--- src/rtl/ramp_pattern_gen.sv ---
// Programmable ramp generator: sawtooth up/down and triangle shapes
// between lo and hi, with wrap or saturate at the end of range.
module ramp_pattern_gen #(
   parameter int WIDTH  = 12,
   parameter int STEP_W = 8
) (
   input  logic              clk,
   input  logic              rst_n,
   input  logic              ramp_enb,
   input  logic              delta,
   input  logic              restart,
   input  logic [1:0]        mode,
   input  logic [STEP_W-1:0] step,
   input  logic [WIDTH-1:0]  lo,
   input  logic [WIDTH-1:0]  hi,
   input  logic              sat_en,
   output logic [WIDTH-1:0]  out,
   output logic              dir,
   output logic              wrap_pulse
);

   localparam logic [1:0] M_HOLD = 2'b00;
   localparam logic [1:0] M_UP   = 2'b01;
   localparam logic [1:0] M_DN   = 2'b10;
   localparam logic [1:0] M_TRI  = 2'b11;

   logic [WIDTH-1:0] out_q, out_d;
   logic             dir_q, dir_d;
   logic             pulse_q, pulse_d;

   // One extra bit keeps the carry/borrow so compares never alias.
   logic [WIDTH:0] out_x, lo_x, hi_x, step_x;
   logic [WIDTH:0] up_n, dn_n;
   logic           up_le_hi, up_ge_hi;
   logic           dn_ge_lo, dn_le_lo;
   logic           adv, cfg_err, out_rng;
   logic [WIDTH-1:0] start_v;

   assign out_x  = {1'b0, out_q};
   assign lo_x   = {1'b0, lo};
   assign hi_x   = {1'b0, hi};
   assign step_x = (WIDTH+1)'(step);

   assign up_n = out_x + step_x;
   assign dn_n = out_x - step_x;

   assign up_le_hi = up_n <= hi_x;
   assign up_ge_hi = up_n >= hi_x;
   assign dn_ge_lo = $signed(dn_n) >= $signed(lo_x);
   assign dn_le_lo = $signed(dn_n) <= $signed(lo_x);

   assign adv     = ramp_enb & delta & (mode != M_HOLD);
   assign cfg_err = lo > hi;
   assign out_rng = (out_q < lo) | (out_q > hi);
   assign start_v = (mode == M_DN) ? hi : lo;

   always_comb begin
      out_d   = out_q;
      dir_d   = dir_q;
      pulse_d = 1'b0;
      if (restart) begin
         out_d = start_v;
         dir_d = 1'b0;
      end else if (adv) begin
         if (cfg_err) begin
            out_d = lo;
            dir_d = 1'b0;
         end else if (out_rng) begin
            out_d = start_v;
            dir_d = 1'b0;
         end else if (step_x != '0) begin
            case (mode)
               M_UP: begin
                  if (up_le_hi) begin
                     out_d = up_n[WIDTH-1:0];
                  end else if (sat_en) begin
                     out_d = hi;
                  end else begin
                     out_d   = lo;
                     pulse_d = 1'b1;
                  end
               end
               M_DN: begin
                  if (dn_ge_lo) begin
                     out_d = dn_n[WIDTH-1:0];
                  end else if (sat_en) begin
                     out_d = lo;
                  end else begin
                     out_d   = hi;
                     pulse_d = 1'b1;
                  end
               end
               M_TRI: begin
                  if (!dir_q) begin
                     if (up_ge_hi) begin
                        out_d   = hi;
                        dir_d   = 1'b1;
                        pulse_d = 1'b1;
                     end else begin
                        out_d = up_n[WIDTH-1:0];
                     end
                  end else begin
                     if (dn_le_lo) begin
                        out_d   = lo;
                        dir_d   = 1'b0;
                        pulse_d = 1'b1;
                     end else begin
                        out_d = dn_n[WIDTH-1:0];
                     end
                  end
               end
               default: ;
            endcase
         end
      end
   end

   always_ff @(posedge clk or negedge rst_n) begin
      if (!rst_n) begin
         out_q   <= '0;
         dir_q   <= 1'b0;
         pulse_q <= 1'b0;
      end else begin
         out_q   <= out_d;
         dir_q   <= dir_d;
         pulse_q <= pulse_d;
      end
   end

   assign out        = out_q;
   assign dir        = dir_q;
   assign wrap_pulse = pulse_q;

endmodule

--- config.mk ---
export PLATFORM = sky130hd
export DESIGN_NAME = ramp_pattern_gen
export DESIGN_NICKNAME = d
export VERILOG_FILES = /design/src/rtl/ramp_pattern_gen.sv
export SDC_FILE = /design/constraint.sdc
export NUM_CORES = 1
export LEC_CHECK = 0
export CAP_MARGIN = 20
export CORE_MARGIN = 1.5
export CORE_UTILIZATION = 50
export CTS_CLUSTER_SIZE = 8
export DETAILED_ROUTE_END_ITERATION = 10
export GPL_TIMING_DRIVEN = 0
export PLACE_DENSITY = 0.73
export SYNTH_ARGS = -nofsm -noshare
export SYNTH_HDL_FRONTEND = slang
export SYNTH_SLANG_ARGS = --single-unit
export TNS_END_PERCENT = 50
--- constraint.sdc ---
create_clock -name clk -period 11.25 [get_ports clk]
set_input_delay 2.25 -clock clk [delete_from_list [all_inputs] [get_ports clk]]
set_output_delay 2.25 -clock clk [all_outputs]
set_load 0.01 [all_outputs]
* Word-level counts from Yosys, hierarchy flattened
Index checks and enable logic that the tools add are counted.
** Operators by class
- Bitwise gates (word level) :: 3
- $lt $le $gt $ge :: 7
- Eq/ne operators :: 3
- Reductions and logical operators :: 8
- Add/sub/neg operators :: 2
- Muxes and demuxes :: 34
** Operators with widths (count)
- $mux 12 :: 13
- $pmux 12 s3 :: 1
- $gt 12x12->1 :: 2
- $mux 1 :: 19
- $add 12x8->13 :: 1
- $ge 13x12->1 :: 1
- $ge 13x13->1 :: 1
- $le 13x12->1 :: 1
- $le 13x13->1 :: 1
- $reduce_bool 13->1 :: 1
- $sub 12x8->13 :: 1
- $lt 12x12->1 :: 1
- $reduce_bool 4->1 :: 2
- $reduce_and 3->1 :: 2
- $reduce_bool 6->1 :: 1
- $eq 2x2->1 const B :: 2
- $reduce_bool 2->1 :: 2
- $pmux 1 s3 :: 1
- $and 1x1->1 :: 2
- $eq 2x1->1 const B :: 1
- $or 1x1->1 :: 1
** Word-level totals
- Output and inout port bits :: 14
- Register bits :: 14
- Input bits :: 40
- Logic and storage cells :: 60

* Depth between registers and ports, before layout
Gate-level depths: netlist of run 1.
- Depth after elaboration :: 10
- Gate-level depth with buffers :: 19
- Gate-level depth less buffers :: 17

* Least setup slack after synthesis of run 1
OpenSTA, ideal clock, no wires.
- Path type :: input to register
- Start point :: in step[0]
- End point :: reg out_q[2] (netlist: out[2])
- Data arrival time :: 5865 ps
- Buffers on the path :: 0
- Library setup time :: 126 ps
- Setup slack :: 5259 ps
- Data required time :: 11124 ps
- Stages on the path :: 16
- Cells stage by stage :: ha_1 -> inv_1 -> fa_1 -> a211oi_1 -> o211ai_1 -> a21oi_1 -> xnor2_1 -> ha_1 -> and4_1 -> a221o_1 -> a211o_1 -> o31ai_4 -> mux2_2 -> a32oi_1 -> o31ai_1 -> a221o_1
** On the way
- Longest elaborated chain between the ends :: 10
- Elaborated cells between the ends (all ways) :: 20
- Those cells by class :: add/sub (2); order compare (4); mux (11); reduce/logical (3)
** RTL lines
- from (decl) :: RTL line 13 : input logic [STEP_W-1:0] step,
- $add 12x8->13 or $sub 12x8->13 (tied branches) :: RTL line 44, 45
- $ge 13x12->1 or $le 13x13->1 (tied branches) :: RTL line 48, 50
- $mux 12, on equally long branches :: RTL line 95, 103
- $mux 12 :: RTL line 94 : if (!dir_q) begin
- $pmux 12 s3 :: RTL line 72 : case (mode)
- $mux 12 :: RTL line 71 : end else if (step_x != '0) begin
- $mux 12 :: RTL line 68 : end else if (out_rng) begin
- $mux 12 :: RTL line 65 : if (cfg_err) begin
- $mux 12 :: RTL line 64 : end else if (adv) begin
- $mux 12 :: RTL line 61 : if (restart) begin
- to (signal assigned) :: RTL line 124 : out_q <= out_d;
- to (decl) :: RTL line 27 : logic [WIDTH-1:0] out_q, out_d;
Several ways; a longest one is shown, not always the timed one. The select of a mux whose other input is x is not followed.
A chain may end at the register's enable or synchronous reset.

* Worst setup path in the final report of run 1
- Start point :: in step[0]
- End point :: reg out_q[8] (netlist: out[8])
The elaborated chain is that of the path after synthesis.

==> results.md, run 1 <==
- Clock Power Share: 6.5%
- Hold Crit Class: reg -> reg
- Sum Neg Setup Slack: 0 ns
- LEAKAGE: 2.25 nW
- Share of layout cells above drive strength 1: under 10%
- Bufs and invs on worst path: 3
- Antenna violations before repair: 0
- Largest net degree at the start of global routing: 15
- Initial Utilization: 51.1%
- Drt pass-1 iters: 6
- Largest area contributor in the netlist: ha_1
- Critical Path End Type: register
- DRC Markers: 0
- Io pins: 54
- Ys Warns: 0
- Slowest-stage cell, CP: clkdlybuf4s50_1
- Post-CTS setup buffer count: 0
- Clock Latency Late Sink: 0.26 ns
- Final Max Slew Viols: 0
- Seq pwr share: 9.7%
- Post-synth top cells: ha_1, inv_1, nand2_1, a21oi_1, o21ai_0
- Resized Gates After CTS: 0
- Antenna Violating Nets Remaining: 0
- Compound-gate portion of the synthesized area: 35.1%
- DR WL/cell: 22.9 µm
- Sw Share: 55.1%
- Core Area: 8680 µm²
- Die area: ~9400 µm²
- Most numerous cell in the Yosys netlist: ha_1
- Cell Rows: 34
- Endpoints failing setup: 0
- Int Pwr: 0.000403 W
- Crit-path max FO: 10
- Hold path start: out[5]$_DFFE_PN0P_
- Maximum vdd ir drop: roughly 75 µV
- Layout Nets: approximately 770
- Status: finished clean
- DIE WIDTH: 97.2 µm
- Synth Area in Adders: 22.1%
- CTS Buf Count: 3
- N_diodes: 0
- CTS Root Cell: clkbuf_8
- Clock tree buffer depth: 2
- Placed instance count: 751
- EDFF count, synth: 0
- Crit path cell chain: clkdlybuf4s50_1, ha_1, fa_1, nor2b_1, o211ai_1, o211ai_1, xnor2_1, inv_1, ha_1, nand4_1, nor3_1, a21oi_1, o21a_1, nor2_1, buf_2, mux2_2, o21ai_0, o21ai_0
- Asr flop ratio synth: 100%
- Register Area: between 300 and 400 µm²
- Cts hold-fix bufs: 0
- Fill cell count: 834
- Switch Pwr: between 0.0004 and 0.0005 W
- Total track usage: 36.5%
- Syn Area/Cell: approximately 7.5 µm²
- Tcrit/Tclk final: just over 60%
- Sequential area share after synthesis: 7.90%
- Gr ovfl total: 0
- Post-Synth XOR/XNOR Area: 3.95%
- Max stage delay on crit path: 0.50 ns
- Routed vias: 5,114
- Port-buffer cells: 49
- Yosys reg bits: 14
- Relative slew slack: 39.6%
- Req. time, crit path: 11.39 ns
- Post-Syn Instances: 594
- Crit path time final: 7.00 ns
- Combinational Power Share: 83.7%
- Syn_nets: between 700 and 800
- Finished Layout Cells: roughly 760
- Synthesized area: about 4400 µm²
- PD cells: 175 nW/µm²
- Arr. time, crit path: roughly 7.1 ns
- Clk pin slew, worst setup/hold paths: 0.08 ns
- Post-DP HPWL: 13,800 µm
- Top cell type's share of synthesized area: about a fifth
- Ys flop type: dfrtp_1
- Dpl cell area: 5060 µm²
- DIE HEIGHT: 97.2 µm
- Simple-Gate Fraction of Synth Area: 17.3%
- Setup crit start kind: input port
- Peak Freq: 143 MHz
- CTS Sinks: 14
- Area grow syn2layout: 15.3%
- Final Hold Vio Count: 0
- Vias in the first global route: 4,854
- Routability Congestion: 1.06
- Max_cap viols: 0
- Kind of critical path: in -> reg
- Critical Path Source: step[0]
- Overall Power: 0.000897 W
- Worst slew pin tran: 0.907 ns
- Main combinational cell family by area after synthesis: compound AO/OA/AOI/OAI gates
- Mux share of post-synthesis cell area: under 10%
- RSZ-0062 raised after global routing: no
- Drt total wl: 17,300 µm
- Reg2reg start: out[3]$_DFFE_PN0P_
- Final Cell Area: between 5000 and 6000 µm²
- Largest delay contributor family on the critical path: compound AO/OA/AOI/OAI gates
- Area of the multi-input gates: 3750 µm²
- Ranking of synthesized cells by area: ha_1, dfrtp_1, a21oi_1
- H-tree levels: 1
- CTS tree: built
- Detail-routed via count per cell: around 6.8
- Number of library cell types mapped by synthesis: 73
- Dpl ws: 4.08 ns
- Setup Skew: 0.00180 ns
- Setup ws final: 4.25 ns
- First-pass GRT wire length: between 20,000 and 30,000 µm
- Number of DRC markers in iteration 0: 606
==> power by group through the flow <==
stage	Sequential, W	Clock, W	Combinational, W
finish	0.0000873	0.0000586	0.000751
global route	0.0000890	0.0000594	0.000812
CTS	0.0000870	0.0000578	0.000730
detailed placement	0.0000878	0	0.000725
global placement	0.0000875	0	0.000709
floorplan	0.0000826	0	0.000507
==> state kept, by name (all words and copies together) (netlist names) <==
| signal | flops |
|---|---|
| out | 12 |
| wrap_pulse | 1 |
| dir | 1 |
==> logic make-up (layout without fill, tap and decap cells) <==
family | after synthesis | after routing
simple gates | 157 | 157
mux | 25 | 25
fa+ha+maj | 77 | 77
compound gates | 219 | 219
flops | 14 | 14
xor+xnor | 20 | 20
buf+inv | 82 | 135
==> worst reg2reg max path: stages (launching register included) <==
cell and delay (ns):
dfrtp_1 0.50, ha_1 0.34, clkbuf_1 0.35, o2111ai_1 0.27
nand3_1 0.23, nand2_1 0.09, xnor2_1 0.46, ha_1 0.35
and4_1 0.21, a221o_1 0.36, a211o_1 0.41, o211ai_4 0.42
buf_4 0.29, a31oi_1 0.11, o31a_1 0.13, a211oi_1 0.25
o21ai_0 0.11
==> layout make-up <==
cell class                 instances  share of cell area [%]
sequential                        14                    6.85
timing repair buffer              49                    9.58
multi-input combinational        498                    73.3
inverter                          50                    3.67
clock buffer                       4                    1.08
buffer                            32                    2.89
tap                              108                    2.64
==> through the flow <==
step | utilization, % | hold slack, ns
after global placement | 58.3 | 0.649
after CTS | 59.0 | 0.682
after detailed placement | 58.3 | 0.663
after floorplan | - | 0.614
after global routing | 59.0 | 0.734
final | 59.0 | 0.695
==> worst paths after layout <==
kind / slack (ns) / end / cells past startpoint
worst max-delay path: 4.25 / out[8]$_DFFE_PN0P_ / 18
worst min register to register: 0.69 / out[5]$_DFFE_PN0P_ / 2
max in group asynchronous: 8.23 / wrap_pulse$_DFF_PN0_ / 1
min in group asynchronous: 2.48 / out[4]$_DFFE_PN0P_ / 1
worst max register to register: 6.24 / out[7]$_DFFE_PN0P_ / 16
worst min-delay path: 0.69 / out[5]$_DFFE_PN0P_ / 2
==> cell usage in the layout, fill, tap and decap left out, drive strengths merged, types with 10 or more instances in the layout <==
| master | n |
|---|---|
| ha | 75 |
| mux2 | 12 |
| o211ai | 23 |
| nand4 | 14 |
| dfrtp | 14 |
| xnor2 | 15 |
| mux2i | 13 |
| buf | 10 |
| inv | 49 |
| clkdlybuf4s50 | 49 |
| nand3 | 16 |
| nand2 | 47 |
| a21oi | 44 |
| nor2 | 31 |
| a211oi | 15 |
| o21ai | 48 |
| clkbuf | 25 |
==> per-layer routing <==
layer | vias to the layer above | global-route usage [%] | wire length, µm
met3 | 70 | 8.35 | 1810
met5 | - | 0 | 0
met2 | 343 | 53.9 | 7100
li1 | 2367 | - | -
met4 | 0 | 19.8 | 1090
met1 | 2334 | 49.1 | 7320
No activity file was read; power rests on OpenSTA's default activity.
==> inputs of run 2 (changes only) <==
- PLACE_DENSITY: 0.73 -> 0.76
- clock period: 11.25 -> 6.2 ns (I/O delays scaled with it)
==> run 2 against run 1 <==
  * Register-to-register slack worse by 5.3 ns
  * Clock-buffer cell count is the same
  * Die area unchanged
  * Utilization increased by 0.20 points
  * Routed wire length grew 6.4%
==> results.md, run 2 (same netlist as run 1, synthesis figures left out) <==
- Status: finished clean
- Clk pin slew, worst setup/hold paths: roughly 0.080 ns
- Peak Freq: about 160 MHz
- Worst slew pin tran: 0.902 ns
- Total track usage: about two fifths
- Max stage delay on crit path: ~0.58 ns
- Placed instance count: 751
- First-pass GRT wire length: 28,000 µm
- Antenna Violating Nets Remaining: 0
- Gr ovfl total: 0
- Crit path time final: 6.10 ns
- N_diodes: 0
- Hold Crit Class: reg -> reg
- Initial Utilization: around half
- Tcrit/Tclk final: between 90% and 100%
- DIE WIDTH: 97.2 µm
- Max_cap viols: 0
- Io pins: 54
- Max reg flops: 12
- Setup crit start kind: input port
- CTS Buf Count: 3
- Most common cell after layout, fill and taps aside: ha_1
- Arr. time, crit path: 6.24 ns
- DRC Markers: 0
- Maximum vdd ir drop: 176 µV
- Detail-routed via count per cell: 6.82
- Clock tree buffer depth: 2
- RSZ-0062 raised after global routing: yes
- Largest delay contributor family on the critical path: compound AO/OA/AOI/OAI gates
- Finished Layout Cells: 757
- Vias in the first global route: 4,913
- Final Max Slew Viols: 0
- CTS Root Cell: clkbuf_8
- PD cells: ~320 nW/µm²
- Final Cell Area: approximately 5100 µm²
- Endpoints failing setup: 0
- Die area: 9450 µm²
- Largest net degree at the start of global routing: 15
- Cts hold-fix bufs: 0
- Slowest-stage cell, CP: clkdlybuf4s50_1
- Stages on worst setup path: 18
- Post-DP HPWL: about 14,000 µm
- Layout Nets: 767
- LEAKAGE: 2.26 nW
- Drt pass-1 iters: 6
- Bufs and invs on worst path: 3
- Hold Path Stages: 2
- DIE HEIGHT: about 97 µm
- Share of layout cells above drive strength 1: 6.93%
- Fill cell count: 877
- DR WL/cell: 24.3 µm
- Final Hold Vio Count: 0
- Dpl cell area: 5060 µm²
- Overall Power: 0.00165 W
- Routed vias: 5,160
- Area grow syn2layout: 15.7%
- Crit-path max FO: 10
- Commonest cells after routing, fill and taps aside: ha_1, inv_1, clkdlybuf4s50_1, nand2_1, a21oi_1
- Drt total wl: 18,400 µm
- H-tree levels: 1
- Cell Rows: 34
- Relative slew slack: 39.7%
- Routability Congestion: around 1.1
- Core Area: roughly 8700 µm²
- Final Util: 59.2%
- Antenna violations before repair: 0
- CTS tree: built
- Worst r2r path cells: 18
- Port-buffer cells: 49
- Req. time, crit path: roughly 6.3 ns
- Setup Skew: 0.00251 ns
- Crit path cell chain: clkdlybuf4s50_1, ha_1, inv_1, fa_1, a211oi_1, o211ai_1, a21oi_1, xnor2_1, ha_1, and4_1, a221o_1, a211o_1, o211ai_4, buf_4, a31oi_1, o31a_1, a211oi_1, o21ai_0
- Clock Latency Late Sink: 0.26 ns
- Number of DRC markers in iteration 0: 474
- Kind of critical path: in -> reg
- Critical Path End Type: register
- CTS Sinks: 14
- Sum Neg Setup Slack: 0 ns
## run 2: cell types whose count changed in the layout (fill, tap and decap cells not counted), sizes merged
cell	previous run	this run
buf	10	12
## run 2: where the power goes
group	total, W	switching (W)	internal [W]
sequential	0.000160	0.0000502	0.000110
combinational	0.00139	0.000823	0.000566
clock	0.000102	0.0000456	0.0000566
total	0.00165	0.000919	0.000732
## run 2: final cells by class
class | instances | area, µm² | area share (%)
timing repair buffer | 51 | 505 | 9.84
inverter | 50 | 188 | 3.65
buffer | 32 | 148 | 2.88
tap | 108 | 135 | 2.63
sequential | 14 | 350 | 6.82
multi-input combinational | 498 | 3750 | 73.1
clock buffer | 4 | 55.1 | 1.07
## run 2: worst paths after layout
check / to / startpoint / slack, ns
setup / recovery: out[7]$_DFFE_PN0P_ / step[0] / 0.1
hold / removal: out[6]$_DFFE_PN0P_ / out[6]$_DFFE_PN0P_ / 0.68
max in group asynchronous: out[0]$_DFFE_PN0P_ / rst_n / 4.16
hold reg to reg: out[6]$_DFFE_PN0P_ / out[6]$_DFFE_PN0P_ / 0.68
setup reg to reg: out[7]$_DFFE_PN0P_ / out[0]$_DFFE_PN0P_ / 0.99
min in group asynchronous: out[8]$_DFFE_PN0P_ / rst_n / 1.48
## run 2: repair_timing
action / 4_1_cts / 5_1_grt
buffers inserted: 0 / 2
endpoints found under the setup margin: 0 / 7
resized for setup: 0 / 1
## run 2: metal layers
metal | track usage, % | vias up | routed length [µm]
li1 | - | 2377 | -
met1 | 51.7 | 2392 | 7660
met2 | 59.2 | 324 | 7820
met3 | 6.26 | 67 | 1820
met4 | 17.5 | 0 | 1120
met5 | 0 | - | 0
## run 2: worst min-delay path, delay by kind of cell, from the launching register on
kind,cells,cell delay [ns]
flops,1,0.47
compound gates,2,0.18
## run 2: through the flow
| stage | hold WS (ns) | setup slack [ns] |
|---|---|---|
| floorplan | 0.614 | 1.22 |
| global placement | 0.641 | -0.0924 |
| detailed placement | 0.664 | -0.155 |
| CTS | 0.681 | 0.0954 |
| global route | 0.708 | -0.0415 |
| finish | 0.684 | 0.0980 |
